==> config.mk <==
export PLATFORM = sky130hd
export DESIGN_NAME = img_stream_src_flat
export DESIGN_NICKNAME = d
export VERILOG_FILES = /design/src/rtl/img_pkg.sv /design/src/rtl/img_stream_src_if.sv /design/src/rtl/img_stream_src_pix_skid_buf.sv /design/src/rtl/img_stream_src.sv /design/src/flat_wrapper.sv
export SDC_FILE = /design/constraint.sdc
export NUM_CORES = 1
export LEC_CHECK = 0
export BUFFER_PORTS_ARGS = -buffer_cell sky130_fd_sc_hd__buf_4
export CORE_UTILIZATION = 51
export DETAILED_ROUTE_END_ITERATION = 8
export GPL_TIMING_DRIVEN = 0
export PLACE_DENSITY_LB_ADDON = 0.1
export SLEW_MARGIN = 20
export SYNTH_ARGS = -nofsm -noshare
export SYNTH_HDL_FRONTEND = slang
export SYNTH_SLANG_ARGS = --single-unit
export TNS_END_PERCENT = 20
==> constraint.sdc <==
create_clock -name clk -period 3.05 [get_ports clk]
set_input_delay 0.61 -clock clk [delete_from_list [all_inputs] [get_ports clk]]
set_output_delay 0.61 -clock clk [all_outputs]
set_load 0.01 [all_outputs]
==> src/rtl/img_pkg.sv <==
// Shared definitions for the image pipeline: FSM state codes, derived-width helpers
// and pixel slicing shared with the threshold/filter blocks.
package img_pkg;

  localparam logic [2:0] ST_IDLE   = 3'd0;
  localparam logic [2:0] ST_VSYNC  = 3'd1;
  localparam logic [2:0] ST_HSYNC  = 3'd2;
  localparam logic [2:0] ST_ACTIVE = 3'd3;
  localparam logic [2:0] ST_DONE   = 3'd4;

  function automatic int beat_w(input int pix_per_clk, input int chan_cnt, input int chan_w);
    return pix_per_clk * chan_cnt * chan_w;
  endfunction

  function automatic int addr_w(input int width, input int height, input int pix_per_clk);
    return $clog2(width * height / pix_per_clk);
  endfunction

  // LSB of channel c of pixel k inside a beat; pixel 0 is leftmost, channel 0 is red.
  function automatic int pix_lsb(input int k, input int c, input int chan_cnt, input int chan_w);
    return (k * chan_cnt + c) * chan_w;
  endfunction

endpackage

==> src/rtl/img_stream_src_if.sv <==
// Pixel stream bundle: one beat of PIX_PER_CLK packed pixels with row framing and valid/ready.
interface img_stream_src_if
  import img_pkg::*;
#(
  parameter int BEAT_W = beat_w(2, 3, 8)
) ();

  logic              pix_valid;
  logic              pix_ready;
  logic [BEAT_W-1:0] pix_data;
  logic              pix_sol;
  logic              pix_eol;

  modport master (output pix_valid, output pix_data, output pix_sol, output pix_eol,
                  input  pix_ready);
  modport slave  (input  pix_valid, input  pix_data, input  pix_sol, input  pix_eol,
                  output pix_ready);

endinterface

==> src/rtl/img_stream_src_pix_skid_buf.sv <==
// Two-entry skid buffer absorbing the one-cycle RAM latency, so a read issued just
// before a stall still has a slot when its data returns.
module pix_skid_buf #(
  parameter int W = 50
) (
  input  logic         clk,
  input  logic         reset,
  input  logic         in_valid,
  output logic         in_ready,
  input  logic [W-1:0] in_data,
  output logic         out_valid,
  input  logic         out_ready,
  output logic [W-1:0] out_data,
  output logic [1:0]   count
);

  logic [W-1:0] ent_q [2];
  logic [W-1:0] ent_d [2];
  logic         wr_ptr_q, wr_ptr_d;
  logic         rd_ptr_q, rd_ptr_d;
  logic [1:0]   cnt_q, cnt_d;
  logic         push, pop;

  assign in_ready  = (cnt_q != 2'd2) || out_ready;
  assign out_valid = (cnt_q != 2'd0);
  assign out_data  = ent_q[rd_ptr_q];
  assign count     = cnt_q;
  assign push      = in_valid && in_ready;
  assign pop       = out_valid && out_ready;

  // NOTE: every signal assigned here gets a default first, so no path can infer a latch.
  always_comb begin
    ent_d    = ent_q;
    wr_ptr_d = wr_ptr_q;
    rd_ptr_d = rd_ptr_q;
    if (push) begin
      ent_d[wr_ptr_q] = in_data;
      wr_ptr_d        = ~wr_ptr_q;
    end
    if (pop) begin
      rd_ptr_d = ~rd_ptr_q;
    end
    cnt_d = cnt_q + {1'b0, push} - {1'b0, pop};
  end

  // NOTE: non-blocking assignments so every flop samples pre-edge values.
  always_ff @(posedge clk or negedge reset) begin
    if (!reset) begin
      // NOTE: the two entries are reset too, so out_data reads 0 after reset, not stale data.
      ent_q    <= '{default: '0};
      wr_ptr_q <= 1'b0;
      rd_ptr_q <= 1'b0;
      cnt_q    <= 2'd0;
    end else begin
      ent_q    <= ent_d;
      wr_ptr_q <= wr_ptr_d;
      rd_ptr_q <= rd_ptr_d;
      cnt_q    <= cnt_d;
    end
  end

endmodule

==> src/rtl/img_stream_src.sv <==
// Image-frame source: fetches beats from a synchronous frame RAM and streams them with
// vsync/hsync framing. Define ROW_FLIP_EN to fetch rows bottom-up (BMP storage order).
module img_stream_src
  import img_pkg::*;
#(
  parameter int IMAGE_WIDTH  = 768,
  parameter int IMAGE_HEIGHT = 512,
  parameter int PIX_PER_CLK  = 2,
  parameter int CHAN_CNT     = 3,
  parameter int CHAN_W       = 8,
  parameter int VSYNC_DELAY  = 100,
  parameter int HSYNC_DELAY  = 160,
  localparam int BEAT_W = beat_w(PIX_PER_CLK, CHAN_CNT, CHAN_W),
  localparam int ADDR_W = addr_w(IMAGE_WIDTH, IMAGE_HEIGHT, PIX_PER_CLK)
) (
  input  logic                clk,
  input  logic                reset,
  input  logic                start,
  output logic                mem_rd_en,
  output logic [ADDR_W-1:0]   mem_addr,
  input  logic [BEAT_W-1:0]   mem_rd_data,
  img_stream_src_if.master    pix,
  output logic                vsync,
  output logic                hsync,
  output logic                busy,
  output logic                done
);

  localparam int BPR   = IMAGE_WIDTH / PIX_PER_CLK;
  localparam int BC_W  = (BPR > 1) ? $clog2(BPR) : 1;
  localparam int ROW_W = (IMAGE_HEIGHT > 1) ? $clog2(IMAGE_HEIGHT) : 1;
  localparam int DLY_W = $clog2((VSYNC_DELAY > HSYNC_DELAY) ? VSYNC_DELAY : HSYNC_DELAY) + 1;

  if (IMAGE_WIDTH % PIX_PER_CLK != 0) begin : g_width_chk
    $error("IMAGE_WIDTH must be a multiple of PIX_PER_CLK");
  end

  logic [2:0]       state_q, state_d;
  logic [DLY_W-1:0] dly_q, dly_d;
  logic [ROW_W-1:0] row_q, row_d;
  logic [BC_W-1:0]  req_beat_q, req_beat_d;
  logic             req_done_q, req_done_d;
  logic             rd_pend_q, rd_pend_d;
  logic             pend_sol_q, pend_sol_d;
  logic             pend_eol_q, pend_eol_d;

  logic             rd_en;
  logic [2:0]       occ;
  logic             beat_pop, row_end;
  logic [ROW_W-1:0] phys_row;
  logic             skid_in_ready;
  logic [1:0]       skid_cnt;
  logic [BEAT_W+1:0] skid_out;

`ifdef ROW_FLIP_EN
  assign phys_row = ROW_W'(IMAGE_HEIGHT - 1) - row_q;
`else
  assign phys_row = row_q;
`endif

  assign beat_pop = pix.pix_valid && pix.pix_ready;
  assign row_end  = beat_pop && pix.pix_eol;
  // The beat leaving this cycle frees its slot, which keeps one beat per clock sustained.
  assign occ      = 3'(skid_cnt) + 3'(rd_pend_q) - 3'(beat_pop);

  always_comb begin
    state_d    = state_q;
    dly_d      = dly_q;
    row_d      = row_q;
    req_beat_d = req_beat_q;
    req_done_d = req_done_q;
    rd_en      = 1'b0;
    unique case (state_q)
      ST_IDLE: begin
        if (start) begin
          state_d = ST_VSYNC;
          dly_d   = '0;
        end
      end
      ST_VSYNC: begin
        dly_d = dly_q + 1'b1;
        if (dly_q == DLY_W'(VSYNC_DELAY - 1)) begin
          state_d = ST_HSYNC;
          dly_d   = '0;
        end
      end
      ST_HSYNC: begin
        dly_d = dly_q + 1'b1;
        if (dly_q == DLY_W'(HSYNC_DELAY - 1)) begin
          state_d = ST_ACTIVE;
          dly_d   = '0;
        end
      end
      ST_ACTIVE: begin
        rd_en = !req_done_q && (occ < 3'd2) && skid_in_ready;
        if (rd_en) begin
          if (req_beat_q == BC_W'(BPR - 1)) begin
            req_beat_d = '0;
            req_done_d = 1'b1;
          end else begin
            req_beat_d = req_beat_q + 1'b1;
          end
        end
        if (row_end) begin
          req_done_d = 1'b0;
          if (row_q == ROW_W'(IMAGE_HEIGHT - 1)) begin
            row_d   = '0;
            state_d = ST_DONE;
          end else begin
            row_d   = row_q + 1'b1;
            state_d = ST_HSYNC;
          end
        end
      end
      ST_DONE: state_d = ST_IDLE;
      default: state_d = ST_IDLE;
    endcase
    rd_pend_d  = rd_en;
    pend_sol_d = rd_en && (req_beat_q == '0);
    pend_eol_d = rd_en && (req_beat_q == BC_W'(BPR - 1));
  end

  always_ff @(posedge clk or negedge reset) begin
    if (!reset) begin
      state_q    <= ST_IDLE;
      dly_q      <= '0;
      row_q      <= '0;
      req_beat_q <= '0;
      req_done_q <= 1'b0;
      rd_pend_q  <= 1'b0;
      pend_sol_q <= 1'b0;
      pend_eol_q <= 1'b0;
    end else begin
      state_q    <= state_d;
      dly_q      <= dly_d;
      row_q      <= row_d;
      req_beat_q <= req_beat_d;
      req_done_q <= req_done_d;
      rd_pend_q  <= rd_pend_d;
      pend_sol_q <= pend_sol_d;
      pend_eol_q <= pend_eol_d;
    end
  end

  pix_skid_buf #(
    .W (BEAT_W + 2)
  ) u_skid (
    .clk       (clk),
    .reset     (reset),
    .in_valid  (rd_pend_q),
    .in_ready  (skid_in_ready),
    .in_data   ({pend_eol_q, pend_sol_q, mem_rd_data}),
    .out_valid (pix.pix_valid),
    .out_ready (pix.pix_ready),
    .out_data  (skid_out),
    .count     (skid_cnt)
  );

  assign pix.pix_data = skid_out[BEAT_W-1:0];
  assign pix.pix_sol  = skid_out[BEAT_W];
  assign pix.pix_eol  = skid_out[BEAT_W+1];

  assign mem_rd_en = rd_en;
  assign mem_addr  = rd_en ? (ADDR_W'(phys_row) * ADDR_W'(BPR) + ADDR_W'(req_beat_q)) : '0;
  assign vsync     = (state_q == ST_VSYNC);
  assign hsync     = (state_q == ST_HSYNC);
  assign busy      = (state_q != ST_IDLE);
  assign done      = (state_q == ST_DONE);

endmodule
==> src/flat_wrapper.sv <==
// flat-port wrapper written by rule: the top's interface ports become plain ports
module img_stream_src_flat import img_pkg::*;
#(
  parameter int IMAGE_WIDTH  = 768,
  parameter int IMAGE_HEIGHT = 512,
  parameter int PIX_PER_CLK  = 2,
  parameter int CHAN_CNT     = 3,
  parameter int CHAN_W       = 8,
  parameter int VSYNC_DELAY  = 100,
  parameter int HSYNC_DELAY  = 160,
  localparam int BEAT_W = beat_w(PIX_PER_CLK, CHAN_CNT, CHAN_W),
  localparam int ADDR_W = addr_w(IMAGE_WIDTH, IMAGE_HEIGHT, PIX_PER_CLK)
)
  (clk, reset, start, mem_rd_en, mem_addr, mem_rd_data, vsync, hsync, busy, done, pix_pix_valid, pix_pix_data, pix_pix_sol, pix_pix_eol, pix_pix_ready);
  img_stream_src_if pix_i ();
  input  logic clk;
  input  logic reset;
  input  logic start;
  output logic mem_rd_en;
  output logic [ADDR_W-1:0] mem_addr;
  input  logic [BEAT_W-1:0] mem_rd_data;
  output logic vsync;
  output logic hsync;
  output logic busy;
  output logic done;
  output wire logic [$bits(pix_i.pix_valid)-1:0] pix_pix_valid;
  output wire logic [$bits(pix_i.pix_data)-1:0] pix_pix_data;
  output wire logic [$bits(pix_i.pix_sol)-1:0] pix_pix_sol;
  output wire logic [$bits(pix_i.pix_eol)-1:0] pix_pix_eol;
  input wire logic [$bits(pix_i.pix_ready)-1:0] pix_pix_ready;
  assign pix_pix_valid = pix_i.pix_valid;
  assign pix_pix_data = pix_i.pix_data;
  assign pix_pix_sol = pix_i.pix_sol;
  assign pix_pix_eol = pix_i.pix_eol;
  assign pix_i.pix_ready = pix_pix_ready;
  img_stream_src #(.IMAGE_WIDTH(IMAGE_WIDTH), .IMAGE_HEIGHT(IMAGE_HEIGHT), .PIX_PER_CLK(PIX_PER_CLK), .CHAN_CNT(CHAN_CNT), .CHAN_W(CHAN_W), .VSYNC_DELAY(VSYNC_DELAY), .HSYNC_DELAY(HSYNC_DELAY)) u_core (.clk(clk), .reset(reset), .start(start), .mem_rd_en(mem_rd_en), .mem_addr(mem_addr), .mem_rd_data(mem_rd_data), .pix(pix_i), .vsync(vsync), .hsync(hsync), .busy(busy), .done(done));
endmodule
==> results.txt, run 1 <==
Status: finished with violations
Failing checks: setup timing
Max IR drop VDD: 0.0002927 V
Setup crit start kind: flip-flop
Most used DFF post-synth: dfrtp_1
Critical path data required time: 2.44 ns
Final setup violation count: 7
RSZ-0062 raised after global routing: yes
Max Slew Vio Count: 0
DR iter-0 viols: 211
Top cells by area, synth: dfrtp_1, mux2_2, ha_1
Share of the synthesized area in the top cell type: 0.4924
P_int: 3.038 mW
Cell breakdown of the critical path: buf_12 -> fa_2 -> a211oi_4 -> buf_6 -> o211ai_1 -> o211ai_1 -> nand2_1 -> nor3_2 -> mux2_4 -> buf_6
All-Layer GR Usage: 0.2288
Buffers plus inverters on the worst setup path: 3
Initial antenna violation count: 0
Worst Path Max Fanout: 6
Post-Layout Cell Count: 939
Clock power frac: 0.493
Syn Area/Cell: 11.93 µm²
Worst R2R Setup Slack: 0.75 ns
Clk_skew: 0.007796 ns
Total power: 3.809 mW
Routed wire length: 15240 µm
Max Freq: 295.5 MHz
Post-DP Area: 0.008209 mm²
Number of port buffers: 125
Number of synthesized flops with an enable pin: 0
H-tree depth: 4
Lkg Pwr: 4.526 nW
Synth-to-Final Area Change: 30.37%
CP Class: reg -> out
Slowest CP cell: dfrtp_2
Chip width: 119.3 µm
Clock Sinks: 138
Vias per cell: 5.475
Setup ws final: -0.3346 ns
Largest net degree at the start of global routing: 106
Hold Slack: 0.05743 ns
Synth unique cells: 59
Worst slew pin tran: 0.6578 ns
Cts hold-fix bufs: 0
#FFs+latches synth: 138
Setup TNS: -1.181 ns
Wire per inst: 16.22 µm
Fin util: 0.6849
CTS Buffer Depth: 2
CTS tree: built
Placer congestion estimate: 0.8200
Ys async rst share: 1.000
P_sw: 0.7710 mW
Grt ovf: 0
Sequential element share of the synthesized area: 0.4924
Clock Tree Root: clkbuf_16
I/O pins: 126
Cell Rows: 42
Global-route wire length before repair: 25520 µm
Mapped Area: 0.007013 mm²
Final nets: 821
DP Wirelength: 10480 µm
Comb pwr share: 0.026
Final hold violation count: 0
Seq pwr share: 0.481
Vias in the first global route: 5301
Slew HR: 0.5615
CTS Buf Count: 17
Syn Nets: 659
Dpl cells: 890
Layout cells sized above 1: 0.4889
FILL cells: 1018
CTS clk-pin slew, worst paths: 0.05 ns
Maxcap violations: 0
Yosys top cell by area: dfrtp_1
Crit share post-route: 1.110
Post-route cell area: 0.009143 mm²
Initial Util: 0.5254
Routed vias: 5141
Pre-Repair DR Iteration Count: 4
Worst stage delay on the critical path: 0.44 ns
Synthesis Warnings: 0
Synth Instances: 588
Die Y-Extent: 119.3 µm
Post-route DRC: 0
Post-route minimum period: 3.385 ns
Min-delay worst type: in -> async
Core area: 0.01335 mm²
Sw Ratio: 0.2024
Worst Setup End Kind: output port
WP data arrival: 2.77 ns
Pwr/cell area: 416.7 mW/mm²
Antenna diode count: 0
Crit path max-delay family: compound AO/OA/AOI/OAI gates
Die Area: 0.01422 mm²
Post-route ant nets: 0
Clock Latency Late Sink: 0.41 ns
Pre-CTS setup slack: -0.8052 ns
## final timing paths
check                                         from                       to  depth (start not counted)
min in group clk                   mem_rd_data[18]  u_core.u_skid.ent_q[18]                          2
worst max register to register    u_core.rd_pend_q     u_core.req_beat_q[7]                         10
worst min-delay path                         reset  u_core.u_skid.ent_q[97]                          1
worst max-delay path            u_core.phys_row[1]             mem_addr[17]                         10
max in group asynchronous                    reset  u_core.u_skid.ent_q[57]                          2
worst min register to register   u_core.pend_sol_q  u_core.u_skid.ent_q[48]                          1
## cells in the mapped netlist, types with 8 or more instances
cell and instances:
nor3_1 12, ha_1 16, nor2_1 34, nand2_1 32, buf_2 10, xnor2_1 12, dfrtp_1 138, inv_1 18
xor2_1 10, nand3_1 16, o21ai_0 25, and3_1 8, clkbuf_1 8, a21oi_1 16, mux2_2 151
## sequential cells by signal, summed over array words and instances, names as in the netlist
name and cells:
u_core.dly_q 9, u_core.pend_eol_q 1, u_core.pend_sol_q 1, u_core.phys_row 9, u_core.rd_pend_q 1, u_core.req_beat_q 9, u_core.req_done_q 1, u_core.state_q 3
u_core.u_skid.count 2, u_core.u_skid.ent_q 100, u_core.u_skid.rd_ptr_q 1, u_core.u_skid.wr_ptr_q 1
## worst reg2reg max path: cells and delay by family (launching register included)
| kind | cells | cell delay (ns) |
|---|---|---|
| buf+inv | 1 | 0.16 |
| xor+xnor | 1 | 0.16 |
| fa+ha+maj | 1 | 0.56 |
| flops | 1 | 0.40 |
| simple gates | 5 | 0.61 |
| compound gates | 2 | 0.35 |
## routing by layer
layer  GRT usage  wire [µm]
met5           0          0
met4     0.09652        376
met3     0.05316        689
met2      0.3735       7479
met1      0.2914       6690
## layout by cell type (no fill, tap or decap), types with 7 or more instances in the layout
cell / count
and3_1: 7
nand2_1: 30
clkbuf_16: 18
nor2_1: 26
o21ai_0: 21
inv_1: 18
buf_4: 132
buf_6: 9
nand3_1: 16
clkbuf_1: 13
xor2_1: 8
mux2_2: 151
dfrtp_1: 133
buf_2: 8
nor3_1: 10
ha_1: 13
a21oi_1: 16
xnor2_1: 12
## layout make-up
class	instances	area (µm²)	share of cell area
clock buffer	25	475.5	0.05200
clock inverter	7	67.56	0.007390
buffer	23	132.6	0.01451
tap	176	220.2	0.02409
timing repair buffer	143	1147	0.1255
multi-input combinational	409	3572	0.3907
inverter	18	67.56	0.007390
sequential	138	3460	0.3784
## power groups by stage
stage / clock network, mW / registers, mW / logic (mW)
finish: 1.88 / 1.83 / 0.0995
global placement: 0 / 1.86 / 0.0918
floorplan: 0 / 1.86 / 0.00199
detailed placement: 0 / 1.86 / 0.102
CTS: 1.93 / 1.83 / 0.103
global route: 1.99 / 1.83 / 0.112
## cells by family after synthesis
kind of cell | share of synthesized area
adders and majority gates | 0.03711
and+or+nand+nor | 0.1033
xor gates and xnor gates | 0.02747
AOI/OAI and AO/OA | 0.06619
DFF | 0.4924
muxes | 0.2498
buffers and inverters | 0.02373
## what timing repair did
action,CTS,global route
hold endpoints to repair,0,0
pin swaps,16,12
gates resized for setup,46,17
setup buffers,16,0
setup endpoints to repair,25,19
gates cloned,1,0
Power figures use the tool's default switching activity.
==> run 2: changes to the inputs <==
--- a/config.mk
+++ b/config.mk
@@ -5,10 +5,12 @@
 export SDC_FILE = /design/constraint.sdc
 export NUM_CORES = 1
 export LEC_CHECK = 0
+export ABC_CLOCK_PERIOD_IN_PS = 3050
 export BUFFER_PORTS_ARGS = -buffer_cell sky130_fd_sc_hd__buf_4
 export CORE_UTILIZATION = 51
 export DETAILED_ROUTE_END_ITERATION = 8
 export GPL_TIMING_DRIVEN = 0
+export HOLD_SLACK_MARGIN = 0.08
 export PLACE_DENSITY_LB_ADDON = 0.1
 export SLEW_MARGIN = 20
 export SYNTH_ARGS = -nofsm -noshare
==> run 2 against run 1 <==
- final cell count up 0.11%
- largest cell class unchanged
- non-clock buffer count grew 1
- the flow still finishes with violations (setup timing)
- critical path type unchanged
- hold slack better by 0.38 ns
- utilization rose by 0.075 points
- via count is 0.27% higher
- worst setup slack about the same
==> results.txt, run 2 (synthesis gave the netlist of run 1 again) <==
CTS Buffer Depth: 2 (unchanged)
Crit share post-route: 1.110 (about the same)
Synth-to-Final Area Change: 30.51%
Worst stage delay on the critical path: 0.44 ns (about the same)
Critical path data required time: 2.44 ns (about the same)
CTS Buf Count: 17 (unchanged)
DR iter-0 viols: 208 (-1.4%)
Antenna diode count: 0 (unchanged)
Global-route wire length before repair: 25520 µm (unchanged)
Final hold violation count: 0 (unchanged)
Slowest CP cell: dfrtp_2
Grt ovf: 0 (unchanged)
Pre-CTS setup slack: -0.8052 ns (unchanged)
Initial antenna violation count: 0 (unchanged)
Pre-Repair DR Iteration Count: 4 (unchanged)
Cell Rows: 42 (unchanged)
Post-route ant nets: 0 (unchanged)
All-Layer GR Usage: 0.2288 (unchanged)
Cell count of the worst reg-to-reg path: 11 (+1)
Min-delay worst type: in -> reg
Wire per inst: 16.23 µm (about the same)
Die Area: 0.01422 mm² (unchanged)
Max Freq: 295.4 MHz (about the same)
CP Class: reg -> out
Maxcap violations: 0 (unchanged)
Worst Setup End Kind: output port
Post-route DRC: 0 (unchanged)
Failing checks: setup timing
I/O pins: 126 (unchanged)
Largest net degree at the start of global routing: 106 (unchanged)
Final setup violation count: 7 (unchanged)
H-tree depth: 4 (unchanged)
CTS tree: built
Hold Slack: 0.4338 ns (+0.3763 ns)
Lkg Pwr: 4.530 nW (about the same)
Slew HR: 0.5615 (about the same)
Most flop-heavy register: u_core.u_skid.ent_q
Max Slew Vio Count: 0 (unchanged)
Most common cell after layout, fill and taps aside: mux2_2
Dpl cells: 890 (unchanged)
Vias per cell: 5.484 (+0.17%)
DP Wirelength: 10480 µm (unchanged)
Clk_skew: 0.007944 ns (+0.0001480 ns)
Hold depth: 2
Clock Tree Root: clkbuf_16
Worst Path Max Fanout: 6 (unchanged)
Setup crit start kind: flip-flop
Initial Util: 0.5254 (unchanged)
Max FFs per register: 100 (unchanged)
Routed vias: 5155 (+0.27%)
Die Y-Extent: 119.3 µm (unchanged)
Commonest cells after routing, fill and taps aside: mux2_2, dfrtp_1, buf_4, nand2_1, nor2_1
Chip width: 119.3 µm (unchanged)
Core area: 0.01335 mm² (unchanged)
Setup ws final: -0.3349 ns (-0.0002620 ns)
Worst slew pin tran: 0.6578 ns (+0.000005543 ns)
Routed wire length: 15250 µm (+0.11%)
WP data arrival: 2.77 ns (about the same)
Layout cells sized above 1: 0.4882 (-0.0006399)
CTS clk-pin slew, worst paths: 0.05 ns (about the same)
Final nets: 822 (+0.12%)
RSZ-0062 raised after global routing: yes
Vias in the first global route: 5301 (unchanged)
Post-Layout Cell Count: 940 (+0.11%)
Status: finished with violations
Max IR drop VDD: 0.0002934 V (+0.22%)
Placer congestion estimate: 0.8200 (unchanged)
Pwr/cell area: 416.1 mW/mm² (-0.12%)
Cell breakdown of the critical path: buf_12 -> fa_2 -> a211oi_4 -> buf_6 -> o211ai_1 -> o211ai_1 -> nand2_1 -> nor3_2 -> mux2_4 -> buf_6
Clock Latency Late Sink: 0.41 ns (about the same)
Number of port buffers: 125 (unchanged)
Clock Sinks: 138 (unchanged)
Post-route minimum period: 3.385 ns (+0.0002620 ns)
-- run 2: cell types whose count changed in the layout (fill, tap and decap cells not counted), sizes merged --
cell,delta
dlygate4sd3,+1
-- run 2: timing repair --
item                       in CTS  in global routing
setup endpoints to repair      25                 19
hold endpoints to repair       33                  0
gates cloned                    1                  0
resized for setup              46                 17
hold buffers                    1                  0
setup buffers                  16                  0
pin swaps                      16                 12
-- run 2: metal layers --
layer	vias up	GRT usage	wire length, µm
li1	2419	-	-
met1	2566	0.2914	6700
met2	137	0.3735	7511
met3	33	0.05316	664
met4	0	0.09652	376
met5	-	0	0
-- run 2: critical path: cells and delay by family (launching register included) --
kind	cells	cell delay (ns)
AOI/OAI and AO/OA	3	0.49
adders and majority gates	1	0.41
buffers and inverters	3	0.41
DFF	1	0.44
muxes	1	0.32
and+or+nand+nor	2	0.30
-- run 2: metrics by stage --
step	setup TNS (ns)	cell area (µm²)	power (mW)	utilization
after global routing	-2.745	9153	3.939	0.6857
after floorplan	-0.05243	7015	1.867	-
after global placement	-9.664	8174	1.956	0.6124
final	-1.188	9153	3.809	0.6857
after detailed placement	-9.547	8209	1.967	0.6150
after CTS	-2.121	9072	3.862	0.6797
-- run 2: final cells by class --
class / instances / area (µm²)
multi-input combinational: 409 / 3572
fill: 1017 / 4195
sequential: 138 / 3460
tap: 176 / 220.2
clock buffer: 25 / 475.5
inverter: 18 / 67.56
buffer: 23 / 132.6
timing repair buffer: 144 / 1157
clock inverter: 7 / 67.56
-- run 2: final timing paths --
| kind | to | slack (ns) | startpoint |
|---|---|---|---|
| max in group asynchronous | u_core.u_skid.ent_q[57] | 1.61 | reset |
| setup reg to reg | u_core.req_beat_q[4] | 0.75 | u_core.rd_pend_q |
| hold reg to reg | u_core.u_skid.ent_q[48] | 0.50 | u_core.pend_sol_q |
| hold / removal | u_core.u_skid.ent_q[18] | 0.43 | mem_rd_data[18] |
| min in group asynchronous | u_core.u_skid.ent_q[97] | 0.65 | reset |
| setup / recovery | mem_addr[17] | -0.33 | u_core.phys_row[1] |
-- run 2: power by group --
part	internal (mW)	total (mW)	switching (mW)
registers	1.83	1.83	0
logic	0.0481	0.101	0.0524
clock network	1.16	1.88	0.717
==> run 3: changes to the inputs <==
--- a/config.mk
+++ b/config.mk
@@ -7,6 +7,7 @@
 export LEC_CHECK = 0
 export ABC_CLOCK_PERIOD_IN_PS = 3050
 export BUFFER_PORTS_ARGS = -buffer_cell sky130_fd_sc_hd__buf_4
+export CORE_ASPECT_RATIO = 1.25
 export CORE_UTILIZATION = 51
 export DETAILED_ROUTE_END_ITERATION = 8
 export GPL_TIMING_DRIVEN = 0
==> run 3 against run 2 <==
- the run still ends with setup timing left
- non-clock buffer count decreased by 4
- via count decreased by 2.4%
- global-route usage decreased by 0.19 points
- worst setup slack got worse by 0.14 ns
- largest power group unchanged
- utilization about the same
- sequential power about the same
- highest routed layer unchanged
- fmax decreased by 3.9%
- routed wire length increased by 0.26%
- critical path depth unchanged
==> results.txt, run 3 (synthesis gave the netlist of run 1 again) <==
Cell breakdown of the critical path: buf_6 -> fa_2 -> a211oi_4 -> buf_6 -> o21ai_2 -> a31o_2 -> o21ai_4 -> nor3_4 -> mux2_4 -> buf_6
Clock Tree Root: clkbuf_16
Layout cells sized above 1: 0.4895 (+0.001254)
Commonest cells after routing, fill and taps aside: mux2_2, dfrtp_1, buf_4, nand2_1, nor2_1
Post-route ant nets: 0 (unchanged)
Number of port buffers: 125 (unchanged)
Initial antenna violation count: 0 (unchanged)
WP data arrival: 2.91 ns (+0.14 ns)
Cts hold-fix bufs: 0 (-1)
Post-DP Area: 0.008203 mm² (about the same)
Max IR drop VDD: 0.0003456 V (+18%)
Chip width: 106.9 µm (-10%)
Worst Path Max Fanout: 4 (-2)
Die Area: 0.01423 mm² (about the same)
Clock Sinks: 138 (unchanged)
Setup ws final: -0.4719 ns (-0.1370 ns)
CTS Buf Count: 17 (unchanged)
Global-route wire length before repair: 25440 µm (-0.30%)
Slowest CP cell: dfrtp_2
Max FFs per register: 100 (unchanged)
Antenna diode count: 0 (unchanged)
Largest net degree at the start of global routing: 81 (-24%)
All-Layer GR Usage: 0.2269 (-0.001913)
Status: finished with violations
Post-route DRC: 0 (unchanged)
Pwr/cell area: 448.0 mW/mm² (+7.6%)
CTS Buffer Depth: 2 (unchanged)
Placer congestion estimate: 0.8270 (+0.85%)
Crit share post-route: 1.155 (+0.04492)
Maxcap violations: 0 (unchanged)
Final hold violation count: 0 (unchanged)
Dominant cell type by count on the critical path: buf_6
Most flop-heavy register: u_core.u_skid.ent_q
Min-delay worst type: in -> async
Most common cell after layout, fill and taps aside: mux2_2
Vias per cell: 5.405 (-1.4%)
Critical path data required time: 2.44 ns (about the same)
Worst slew pin tran: 0.7055 ns (+0.04777 ns)
Final setup violation count: 8 (+1)
Max Slew Vio Count: 0 (unchanged)
Wire per inst: 16.42 µm (+1.2%)
Setup crit start kind: flip-flop
CP Class: reg -> out
Clk_skew: 0.01107 ns (+0.003125 ns)
Routed wire length: 15290 µm (+0.26%)
Grt ovf: 0 (unchanged)
Buffers plus inverters on the worst setup path: 3 (unchanged)
Dpl cells: 885 (-0.56%)
H-tree depth: 4 (unchanged)
CTS clk-pin slew, worst paths: 0.07 ns (+0.02 ns)
Routed vias: 5032 (-2.4%)
Pre-Repair DR Iteration Count: 4 (unchanged)
Failing checks: setup timing
Post-Layout Cell Count: 931 (-0.96%)
Worst stage delay on the critical path: 0.43 ns (about the same)
CTS tree: built
Setup TNS: -1.754 ns (-0.5656 ns)
Core area: 0.01335 mm² (about the same)
Clock Latency Late Sink: 0.41 ns (about the same)
Post-route cell area: 0.009150 mm² (about the same)
Final nets: 818 (-0.49%)
Slew HR: 0.5296 (-0.03185)
Die Y-Extent: 133.1 µm (+12%)
RSZ-0062 raised after global routing: yes
Max Freq: 283.9 MHz (-3.9%)
Initial Util: 0.5254 (about the same)
DR iter-0 viols: 167 (-20%)
Worst R2R Setup Slack: 0.75 ns (about the same)
I/O pins: 126 (unchanged)
DP Wirelength: 10840 µm (+3.5%)
Vias in the first global route: 5315 (+0.26%)
Synth-to-Final Area Change: 30.47% (about the same)
Worst Setup End Kind: output port
Lkg Pwr: 4.587 nW (+1.3%)
Post-route minimum period: 3.522 ns (+0.1370 ns)
Crit path max-delay family: compound AO/OA/AOI/OAI gates
Cell Rows: 47 (+12%)
run 3: changes by cell type in the layout (fill, tap and decap cells not counted), sizes merged:
cell | previous run | this run
bufinv | 1 | 3
clkinvlp | 3 | 1
dlygate4sd3 | 1 | 0
clkinv | 3 | 2
inv | 18 | 25
clkbuf | 33 | 29
buf | 158 | 153
run 3: per-stage QoR:
stage	utilization	hold slack, ns	power [mW]	setup WS [ns]
after global placement	0.6119	0.4755	1.956	-0.7386
final	0.6854	0.1171	4.099	-0.4719
after global routing	0.6854	0.1468	4.222	-0.5832
after CTS	0.6830	0.1292	4.138	-0.4873
after floorplan	-	0.3144	1.867	-0.05243
after detailed placement	0.6145	0.4817	1.967	-0.8168
run 3: per-layer routing:
layer	up-vias	share of wire	GRT usage	wire, µm
li1	2414	-	-	-
met1	2493	0.42	0.2662	6478
met2	102	0.52	0.4043	7947
met3	23	0.035	0.04599	529
met4	0	0.022	0.08752	336
met5	-	0	0	0
run 3: worst paths after layout:
check | startpoint | end | depth (start not counted)
worst max-delay path | u_core.phys_row[1] | mem_addr[17] | 10
worst min-delay path | reset | u_core.u_skid.ent_q[83] | 1
worst max register to register | u_core.rd_pend_q | u_core.req_beat_q[8] | 10
worst min register to register | u_core.u_skid.wr_ptr_q | u_core.u_skid.wr_ptr_q | 1
max in group asynchronous | reset | u_core.dly_q[2] | 2
min in group clk | mem_rd_data[28] | u_core.u_skid.ent_q[78] | 2
run 3: power by group:
part	internal, mW	switching [mW]
logic	0.0474	0.0527
registers	1.83	0
clock network	1.34	0.832
run 3: cell type report:
| cell class | instances | area (µm²) |
|---|---|---|
| plain buffers | 23 | 128.9 |
| clock buffers | 19 | 442.9 |
| clock inverters | 13 | 181.4 |
| fillers | 1015 | 4199 |
| inverters | 18 | 67.56 |
| multi-input cells | 409 | 3530 |
| flip-flops and latches | 138 | 3460 |
| well taps | 171 | 214.0 |
| repair buffers | 140 | 1126 |
run 3: timing repair:
| item | CTS | global route |
|---|---|---|
| gates cloned | 1 | 0 |
| buffers inserted | 13 | 0 |
| resized for setup | 47 | 9 |
| pin swaps | 12 | 11 |
| setup endpoints to repair | 20 | 19 |
